===== config.mk =====
export PLATFORM = sky130hd
export DESIGN_NAME = lcd1602_seq
export DESIGN_NICKNAME = d
export VERILOG_FILES = /design/src/rtl/lcd1602_seq.sv
export SDC_FILE = /design/constraint.sdc
export NUM_CORES = 1
export LEC_CHECK = 0
export BUFFER_PORTS_ARGS = -buffer_cell sky130_fd_sc_hd__clkbuf_2
export CORE_MARGIN = 1
export CORE_UTILIZATION = 50
export DETAILED_ROUTE_END_ITERATION = 6
export PLACE_DENSITY = 0.7
export SLEW_MARGIN = 20
export SYNTH_ARGS = -nofsm -noshare
export SYNTH_HDL_FRONTEND = slang
export SYNTH_SLANG_ARGS = --single-unit
export TNS_END_PERCENT = 100

===== constraint.sdc =====
create_clock -name in_clock -period 6.66 [get_ports in_clock]
set_clock_uncertainty 0.1 [all_clocks]
set_input_delay 0.333 -clock in_clock [delete_from_list [all_inputs] [get_ports in_clock]]
set_output_delay 0.333 -clock in_clock [all_outputs]
set_load 0.005 [all_outputs]

===== src/rtl/lcd1602_seq.sv =====
// HD44780/LCD1602 bus sequencer: Z80 writes are queued in a small FIFO and
// replayed with proper E timing, each followed by busy-flag polling.
module lcd1602_seq #(
    parameter int T_AS      = 2,
    parameter int T_PW      = 11,
    parameter int T_H       = 2,
    parameter int MAX_POLLS = 255,
    parameter int DEPTH     = 4
) (
    input  logic       in_clock,
    input  logic       rst,
    input  logic       wr_stb,
    input  logic       wr_rs,
    input  logic [7:0] wr_data,
    input  logic       clr_err,
    output logic       fifo_full,
    output logic       idle,
    output logic       ovf_err,
    output logic       tmo_err,
    output logic       lcd_e,
    output logic       lcd_rs,
    output logic       lcd_rw,
    output logic [7:0] lcd_d_out,
    output logic       lcd_d_oe,
    input  logic [7:0] lcd_d_in
);
    localparam int AW    = $clog2(DEPTH);
    localparam int CW    = AW + 1;
    localparam int PW    = $clog2(MAX_POLLS + 1);
    localparam int T_MAX = (T_PW > T_AS) ? ((T_PW > T_H) ? T_PW : T_H)
                                         : ((T_AS > T_H) ? T_AS : T_H);
    localparam int TW    = $clog2(T_MAX + 1);

    localparam logic [TW-1:0] LD_AS = TW'(T_AS - 1);
    localparam logic [TW-1:0] LD_PW = TW'(T_PW - 1);
    localparam logic [TW-1:0] LD_H  = TW'(T_H - 1);

    localparam logic [2:0] S_IDLE = 3'd0;
    localparam logic [2:0] S_W_SU = 3'd1;
    localparam logic [2:0] S_W_E  = 3'd2;
    localparam logic [2:0] S_W_H  = 3'd3;
    localparam logic [2:0] S_B_SU = 3'd4;
    localparam logic [2:0] S_B_E  = 3'd5;
    localparam logic [2:0] S_B_H  = 3'd6;

    logic [8:0]    mem [DEPTH];
    logic [AW-1:0] wr_ptr;
    logic [AW-1:0] rd_ptr;
    logic [CW-1:0] count;
    logic          full;
    logic          pop;
    logic          push;
    logic          ovf_evt;

    logic [2:0]    state;
    logic [TW-1:0] phase;
    logic [PW-1:0] polls;
    logic          busy_q;

    // Only the busy flag is used; the address counter bits are ignored.
    logic unused_bits;
    assign unused_bits = ^lcd_d_in[6:0];

    assign full    = (count == CW'(DEPTH));
    assign pop     = (state == S_IDLE) && (count != '0);
    // A push into a full FIFO still lands when the FSM pops in the same cycle.
    assign push    = wr_stb && (!full || pop);
    assign ovf_evt = wr_stb && full && !pop;

    assign fifo_full = full;
    assign idle      = (state == S_IDLE) && (count == '0);

    always_ff @(posedge in_clock) begin
        if (push) begin
            mem[wr_ptr] <= {wr_rs, wr_data};
        end
    end

    always_ff @(posedge in_clock) begin
        if (rst) begin
            wr_ptr <= '0;
            rd_ptr <= '0;
            count  <= '0;
        end else begin
            if (push) begin
                wr_ptr <= wr_ptr + AW'(1);
            end
            if (pop) begin
                rd_ptr <= rd_ptr + AW'(1);
            end
            case ({push, pop})
                2'b10:   count <= count + CW'(1);
                2'b01:   count <= count - CW'(1);
                default: count <= count;
            endcase
        end
    end

    always_ff @(posedge in_clock) begin
        if (rst) begin
            state     <= S_IDLE;
            phase     <= '0;
            polls     <= '0;
            busy_q    <= 1'b0;
            ovf_err   <= 1'b0;
            tmo_err   <= 1'b0;
            lcd_e     <= 1'b0;
            lcd_rs    <= 1'b0;
            lcd_rw    <= 1'b0;
            lcd_d_out <= '0;
            lcd_d_oe  <= 1'b0;
        end else begin
            // Clear first so a coincident error event below overrides it.
            if (clr_err) begin
                ovf_err <= 1'b0;
                tmo_err <= 1'b0;
            end
            if (ovf_evt) begin
                ovf_err <= 1'b1;
            end
            if (phase != '0) begin
                phase <= phase - TW'(1);
            end

            case (state)
                S_IDLE: begin
                    lcd_e    <= 1'b0;
                    lcd_d_oe <= 1'b0;
                    if (pop) begin
                        lcd_rs    <= mem[rd_ptr][8];
                        lcd_d_out <= mem[rd_ptr][7:0];
                        lcd_rw    <= 1'b0;
                        lcd_d_oe  <= 1'b1;
                        phase     <= LD_AS;
                        state     <= S_W_SU;
                    end
                end
                S_W_SU: begin
                    if (phase == '0) begin
                        lcd_e <= 1'b1;
                        phase <= LD_PW;
                        state <= S_W_E;
                    end
                end
                S_W_E: begin
                    if (phase == '0) begin
                        lcd_e <= 1'b0;
                        phase <= LD_H;
                        state <= S_W_H;
                    end
                end
                S_W_H: begin
                    // Bus turnaround: stop driving on the same edge RW goes high.
                    if (phase == '0) begin
                        lcd_rs   <= 1'b0;
                        lcd_rw   <= 1'b1;
                        lcd_d_oe <= 1'b0;
                        polls    <= '0;
                        phase    <= LD_AS;
                        state    <= S_B_SU;
                    end
                end
                S_B_SU: begin
                    if (phase == '0) begin
                        lcd_e <= 1'b1;
                        phase <= LD_PW;
                        state <= S_B_E;
                    end
                end
                S_B_E: begin
                    if (phase == '0) begin
                        busy_q <= lcd_d_in[7];
                        lcd_e  <= 1'b0;
                        phase  <= LD_H;
                        state  <= S_B_H;
                    end
                end
                S_B_H: begin
                    if (phase == '0) begin
                        if (!busy_q) begin
                            lcd_rw <= 1'b0;
                            state  <= S_IDLE;
                        end else if (polls < PW'(MAX_POLLS)) begin
                            polls <= polls + PW'(1);
                            phase <= LD_AS;
                            state <= S_B_SU;
                        end else begin
                            tmo_err <= 1'b1;
                            lcd_rw  <= 1'b0;
                            state   <= S_IDLE;
                        end
                    end
                end
                default: begin
                    lcd_e    <= 1'b0;
                    lcd_rw   <= 1'b0;
                    lcd_d_oe <= 1'b0;
                    state    <= S_IDLE;
                end
            endcase
        end
    end
endmodule


==> flow_metrics.tcl, run 1 <==
set metrics [dict create \
    status "complete, no violations" \
    fin_nets 348 \
    drive_above_1_share_pct 17.6 \
    period_needed_ps 3110 \
    postLayoutCoreUtil_pct 57.1 \
    dieArea_um2 6830 \
    cts_sinks 75 \
    cts_buffer_depth 2 \
    synth-seq-cells 75 \
    cts_hold_buffers 0 \
    cp.arrival_ps 3230 \
    power_mw 1.44 \
    num_io_pins 37 \
    tns_ps 0 \
    path_cells "nor3_1 -> and2_1 -> nand2b_1 -> fa_1 -> o31ai_1 -> xnor2_1 -> nor2_1" \
    vias 2194 \
    setup_viol 0 \
    min_path_type "in2reg" \
    dr.pass1.iters 4 \
    cts_setup_buffers 0 \
    drcViolationCount 0 \
    viasPerCell 5.49 \
    rows 29 \
    syn_avg_cell_area_um2 11.1 \
    worstSetupPathType "reg2reg" \
    cp_max_fo 20 \
    slew_headroom_pct 50.9 \
    reg2reg_to "count[2]" \
    synthesis.area_um2 3250 \
    drv_slew 0 \
    rsz0062_at_grt "false" \
    r2r-start "state[2]" \
    cp_slowest_cell "and2_1" \
    dpl-instance-area_um2 3430 \
    p_leak_nw 1.28 \
    cap_violations 0 \
    grt_usage_pct 19.1 \
    ys_warn_count 0 \
    power_density_nw_per_um2 398 \
    crit_start "state[2]" \
    post-dp-hpwl_mm 3.96 \
    worst_slack_ps 3550 \
    crit_path_max_incr_delay_ps 650 \
    worst_pin_slew_ps 737 \
    syn_inst 293 \
    dieWidth_um 82.6 \
    initial_core_util_pct 51.5 \
    grt-ovfl-total 0 \
    regToRegSetupSlack_ps 3550 \
    reg2regPathDepth 7 \
    endpoint "count[2]" \
    core_area_um2 6310 \
    clkSlewWorstSetupHoldPaths_ps 90 \
    post_cts_resized 0 \
    clkLatencyLatePin_ps 360 \
    critPathCaptureType "register" \
    seq_area_frac_synth_pct 57.3 \
    grt_pass1_vias 1998 \
    ant_nets 0 \
    cp_data_required_time_ps 6780 \
    avgRoutedWirePerCell_um 14.8 \
    antenna_cells 0 \
    vdd_drop_max_v 0.000219 \
    synthFlopType "dfxtp_1" \
    fmax_mhz 321 \
    io_buffers 29 \
    synth_cell_types 41 \
    die_h_um 82.6 \
    synth_edf_count 36 \
    cts_tree "yes" \
    htreeDepth 3 \
    antenna_found_initial 0 \
    syn-num-nets 323 \
    async_flop_share_pct 0 \
    final_hold_viol_count 0 \
    grt_max_degree 36 \
    min_period_over_period_pct 46.8 \
    first_iter_violations 94 \
    grt_pass1_wl_mm 9.23 \
    gp_congestion 0.792 \
    wirelength_mm 5.91 \
    root_buffer "clkbuf_8" \
    area_delta_synth_final_pct 11.0 \
    cts_buffers 9 \
    setup.worst_path.start_class "register" \
    dp_slack_ps 3580 \
    design_area_um2 3610 \
]
cell type report:
class	count	area, um^2
fillers	538	2710
repair buffers	29	145
well taps	77	96.3
multi-input cells	191	1280
clock buffers	10	128
flip-flops and latches	75	1860
inverters	12	45.0
clock inverters	6	47.5
state kept, by name, indices dropped and copies added (netlist names), named ones only:
signal	flops
wr_ptr	2
lcd_rw	1
lcd_rs	1
lcd_d_oe	1
state	3
lcd_d_out	8
count	3
polls	8
mem	36
lcd_e	1
ovf_err	1
busy_q	1
tmo_err	1
rd_ptr	2
phase	4
cell families after synthesis:
| family | count (synthesis) | synth area share (%) |
|---|---|---|
| buffers and inverters | 27 | 3.23 |
| AOI/OAI and AO/OA | 57 | 10.5 |
| DFF | 75 | 57.3 |
| adders and majority gates | 9 | 3.70 |
| xor gates and xnor gates | 10 | 2.70 |
| muxes | 12 | 7.16 |
| and+or+nand+nor | 103 | 15.4 |
metrics by stage:
stage | std cells | hold WS (ps)
floorplan | 293 | 332
global placement | 384 | 345
detailed placement | 384 | 349
CTS | 400 | 69.4
global route | 400 | 72.8
finish | 400 | 84.3
layout by cell type (no fill, tap or decap), drive strengths merged, types with 7 or more instances in the layout:
| cell | Yosys | routed |
|---|---|---|
| dfxtp | 39 | 39 |
| clkbuf | 11 | 39 |
| edfxtp | 36 | 36 |
| nand2 | 33 | 33 |
| a21oi | 29 | 29 |
| nor2 | 23 | 23 |
| inv | 12 | 15 |
| o21ai | 11 | 11 |
| mux4 | 9 | 9 |
| xnor2 | 8 | 8 |
| ha | 8 | 8 |
| nor3 | 7 | 7 |
| nand2b | 7 | 7 |
routing by layer:
metal | GRT usage, % | vias up | share of wire, %
li1 | - | 1100 | -
met4 | 8.28 | 0 | 1.5
met1 | 21.7 | 1052 | 43
met3 | 5.93 | 10 | 3.4
met2 | 33.0 | 32 | 52
met5 | 0 | - | 0
worst max-delay path, delay by kind of cell, from the launching register on:
kind,cells,cell delay [ps]
AO/OA/AOI/OAI,1,300
adder cells (fa/ha/maj),1,410
XOR/XNOR,1,160
AND/OR/NAND/NOR,4,1500
flip-flops,1,500
power by group:
| group | total (mW) | leakage, nW | internal (mW) | switching [mW] |
|---|---|---|---|---|
| Sequential | 0.639 | 0.649 | 0.564 | 0.0754 |
| Clock | 0.316 | 0.0893 | 0.139 | 0.177 |
| Combinational | 0.481 | 0.540 | 0.203 | 0.278 |
| Total | 1.44 | 1.28 | 0.906 | 0.530 |
worst min path at each step:
stage / from / endpoint / slack (ps) / depth (start not counted)
after floorplan: wr_data[0] / mem[0][0] / 330 / 0
after global placement: lcd_d_out[3] / lcd_d_out[3] / 340 / 2
after detailed placement: lcd_d_out[6] / lcd_d_out[6] / 350 / 2
after CTS: wr_data[2] / mem[2][2] / 70 / 1
after global routing: wr_data[2] / mem[2][2] / 70 / 1
final: wr_data[2] / mem[3][2] / 80 / 1
cell usage after synthesis, types with 2 or more instances:
master / instances / area, um^2
dfxtp_1: 39 / 781
edfxtp_1: 36 / 1080
nand2_1: 33 / 124
a21oi_1: 29 / 145
nor2_1: 23 / 86.3
clkbuf_1: 11 / 41.3
inv_1: 11 / 41.3
o21ai_0: 11 / 55.1
mux4_2: 9 / 203
ha_1: 8 / 100
xnor2_1: 8 / 70.1
nand2b_1: 7 / 43.8
nor3_1: 7 / 35.0
and2_1: 6 / 37.5
nand3_1: 6 / 30.0
nor2b_1: 6 / 37.5
or3_1: 6 / 37.5
a211oi_1: 5 / 37.5
buf_2: 3 / 15.0
mux2i_1: 3 / 30.0
a221oi_1: 2 / 17.5
nand3b_1: 2 / 15.0
nand4_1: 2 / 12.5
o31ai_1: 2 / 15.0
xor2_1: 2 / 17.5
Power figures use the tool's default switching activity.
==> inputs of run 2 (changes only) <==
--- a/config.mk
+++ b/config.mk
@@ -5,6 +5,7 @@
 export SDC_FILE = /design/constraint.sdc
 export NUM_CORES = 1
 export LEC_CHECK = 0
+export ABC_AREA = 1
 export BUFFER_PORTS_ARGS = -buffer_cell sky130_fd_sc_hd__clkbuf_2
 export CORE_MARGIN = 1
 export CORE_UTILIZATION = 50
==> constraint.sdc (replaced) <==
create_clock -name in_clock -period 3 [get_ports in_clock]
set_clock_uncertainty 0.1 [all_clocks]
set_input_delay 0.15 -clock in_clock [delete_from_list [all_inputs] [get_ports in_clock]]
set_output_delay 0.15 -clock in_clock [all_outputs]
set_load 0.005 [all_outputs]
==> run 2 against run 1 <==
  * Maximum frequency is 53% higher
  * Die area is 7.2% higher
  * Sequential power is 120% higher
  * Core utilization is 2.2 points higher
  * Critical path depth is 2 higher
  * Synthesized cell count is 37% higher
  * Wire length is 18% higher
  * Flip-flop and latch count stayed put
  * First-iteration DRC count is 19% higher
==> flow_metrics.tcl, run 2 <==
set metrics [dict create \
    num_io_pins 37 \
    min_period_over_period_pct 67.9 \
    synth_compound_area_share_pct 12.6 \
    synth_edf_count 36 \
    cp.arrival_ps 2180 \
    drive_above_1_share_pct 16.5 \
    synthAdderAreaFrac_pct 3.44 \
    regMostFlops "mem" \
    ys_top_cells_by_count "nand2_1 (65), nor2_1 (62), dfxtp_1 (39)" \
    io_buffers 29 \
    yosysTopAreaCell "edfxtp_1" \
    grt-ovfl-total 0 \
    power_density_nw_per_um2 846 \
    final_common_cell "nand2_1" \
    setup_viol 0 \
    synthFlopType "dfxtp_1" \
    rows 30 \
    die_h_um 85.5 \
    cts_tree "yes" \
    grt_max_degree 23 \
    synth-seq-cells 75 \
    largest_reg_flops 36 \
    critPathCaptureType "register" \
    post-dp-hpwl_mm 4.58 \
    grt_pass1_vias 2647 \
    async_flop_share_pct 0 \
    antenna_cells 0 \
    avgRoutedWirePerCell_um 13.1 \
    clkLatencyLatePin_ps 340 \
    worstHoldStart "clr_err" \
    drcViolationCount 0 \
    core_area_um2 6760 \
    seqPwrFrac_pct 41.3 \
    worst_slack_ps 964 \
    antenna_found_initial 0 \
    root_buffer "clkbuf_8" \
    internal_power_mw 2.07 \
    yosys.area_share.simple_pct 22.1 \
    syn_avg_cell_area_um2 8.70 \
    clockPowerShare_pct 22.8 \
    dpl-instance-area_um2 3690 \
    synth_cell_types 37 \
    ant_nets 0 \
    grt_usage_pct 20.9 \
    period_needed_ps 2040 \
    r2r-start "phase[0]" \
    htreeDepth 3 \
    viasPerCell 5.19 \
    synth-xor-area-share_pct 1.00 \
    gp_congestion 0.826 \
    dr.pass1.iters 4 \
    min_path_type "in2reg" \
    fmax_mhz 491 \
    reg_top3 "mem (36), lcd_d_out (8), polls (8)" \
    tns_ps 0 \
    status "complete, no violations" \
    combPwrFrac_pct 35.9 \
    vdd_drop_max_v 0.000423 \
    grt_pass1_wl_mm 11.8 \
    dieArea_um2 7310 \
    seq_area_frac_synth_pct 53.4 \
    synth_mux_area_share_pct 0 \
    cap_violations 0 \
    rsz0062_at_grt "false" \
    drv_slew 0 \
    clkSlewWorstSetupHoldPaths_ps 80 \
    synth_area_leaders "edfxtp_1 (31%), dfxtp_1 (22%), nand2_1 (7.0%)" \
    synth.most_common_cell "nand2_1" \
    worstSetupPathType "reg2reg" \
    final_hold_viol_count 0 \
    synthesis.area_um2 3490 \
    cp_max_fo 12 \
    final_cell_mix "nand2_1 (65), nor2_1 (62), dfxtp_1 (39)" \
    cts_setup_buffers 0 \
    switching_share_pct 38.9 \
    area_delta_synth_final_pct 14.9 \
    ys_warn_count 0 \
    slew_headroom_pct 56.5 \
    power_switching_mw 1.32 \
    synth_top_area_share_pct 31.0 \
    first_iter_violations 112 \
    setup.worst_path.start_class "register" \
    wirelength_mm 6.96 \
    fin_nets 474 \
    nFillCells 641 \
    cp_data_required_time_ps 3150 \
    vias 2744 \
    dp_slack_ps 980 \
    p_leak_nw 1.61 \
    worst_pin_slew_ps 652 \
    synth_top_family_by_area "simple AND/OR/NAND/NOR gates" \
    cts_buffers 9 \
    syn-num-nets 431 \
    dieWidth_um 85.5 \
    post_cts_resized 0 \
    hold_slack_ps 10.6 \
    initial_core_util_pct 51.6 \
    cts_sinks 75 \
    design_area_um2 4010 \
    cts_buffer_depth 2 \
    crit_start "phase[0]" \
    syn_inst 401 \
]
## run 2: cell types whose count changed after synthesis, sizes merged, moves of 7 or more
cell,delta
nor2,+46
inv,+33
nand2b,-7
mux4,-9
nand2,+35
nand3,+20
o21ai,+26
a31oi,+8
clkbuf,-7
## run 2: path summary, 6_finish.rpt
kind,endpoint,slack (ps),cells past startpoint
worst max-delay path,polls[0],960,9
worst min register to register,tmo_err,370,2
worst max register to register,polls[0],960,9
worst min-delay path,tmo_err,10,4
## run 2: worst max-delay path, stage by stage (launching register included)
cell      delay [ps]
dfxtp_1          330
inv_1            110
ha_1             240
nand3_2          240
clkinv_1         290
nand3_2          130
nor2_4           230
inv_4             90
a21oi_1          130
nor2_1            50
## run 2: timing repair
action	in CTS	in global routing
endpoints found under the setup margin	0	0
hold buffers	12	0
endpoints found under the hold margin	38	0
## run 2: power by group through the flow
| stage | combinational [mW] | sequential (mW) | clock, mW |
|---|---|---|---|
| final | 1.22 | 1.40 | 0.774 |
| after global routing | 1.39 | 1.43 | 0.830 |
| after CTS | 1.22 | 1.40 | 0.789 |
| after detailed placement | 1.20 | 1.42 | 0 |
| after global placement | 1.16 | 1.42 | 0 |
| after floorplan | 0.993 | 1.34 | 0 |
## run 2: cell families (layout without fill, tap and decap cells)
logic type,count (synthesis),count (layout)
and+or+nand+nor,171,171
AOI/OAI and AO/OA,82,82
DFF,75,75
buffers and inverters,60,108
xor gates and xnor gates,4,4
adders and majority gates,9,9
## run 2: final cells by class
cell class / instances / area (um^2) / area share [%]
sequential: 75 / 1860 / 46.4
timing repair buffer: 46 / 303 / 7.55
clock buffer: 9 / 124 / 3.09
clock inverter: 7 / 75.1 / 1.87
tap: 80 / 100 / 2.50
multi-input combinational: 266 / 1370 / 34.1
inverter: 46 / 180 / 4.49
## run 2: routing by layer
| layer | up-vias | part of all wire, % | global-route usage [%] |
|---|---|---|---|
| met5 | - | 0 | 0 |
| met4 | 0 | 0.66 | 8.48 |
| met3 | 4 | 3.4 | 5.20 |
| met2 | 48 | 53 | 37.7 |
| met1 | 1274 | 43 | 23.6 |
| li1 | 1418 | - | - |
## run 2: through the flow
stage / utilization, % / power [mW] / std cells
detailed placement: 54.6 / 2.62 / 501
CTS: 59.3 / 3.41 / 529
global route: 59.3 / 3.65 / 529
global placement: 54.6 / 2.58 / 501
finish: 59.3 / 3.39 / 529
floorplan: - / 2.33 / 401
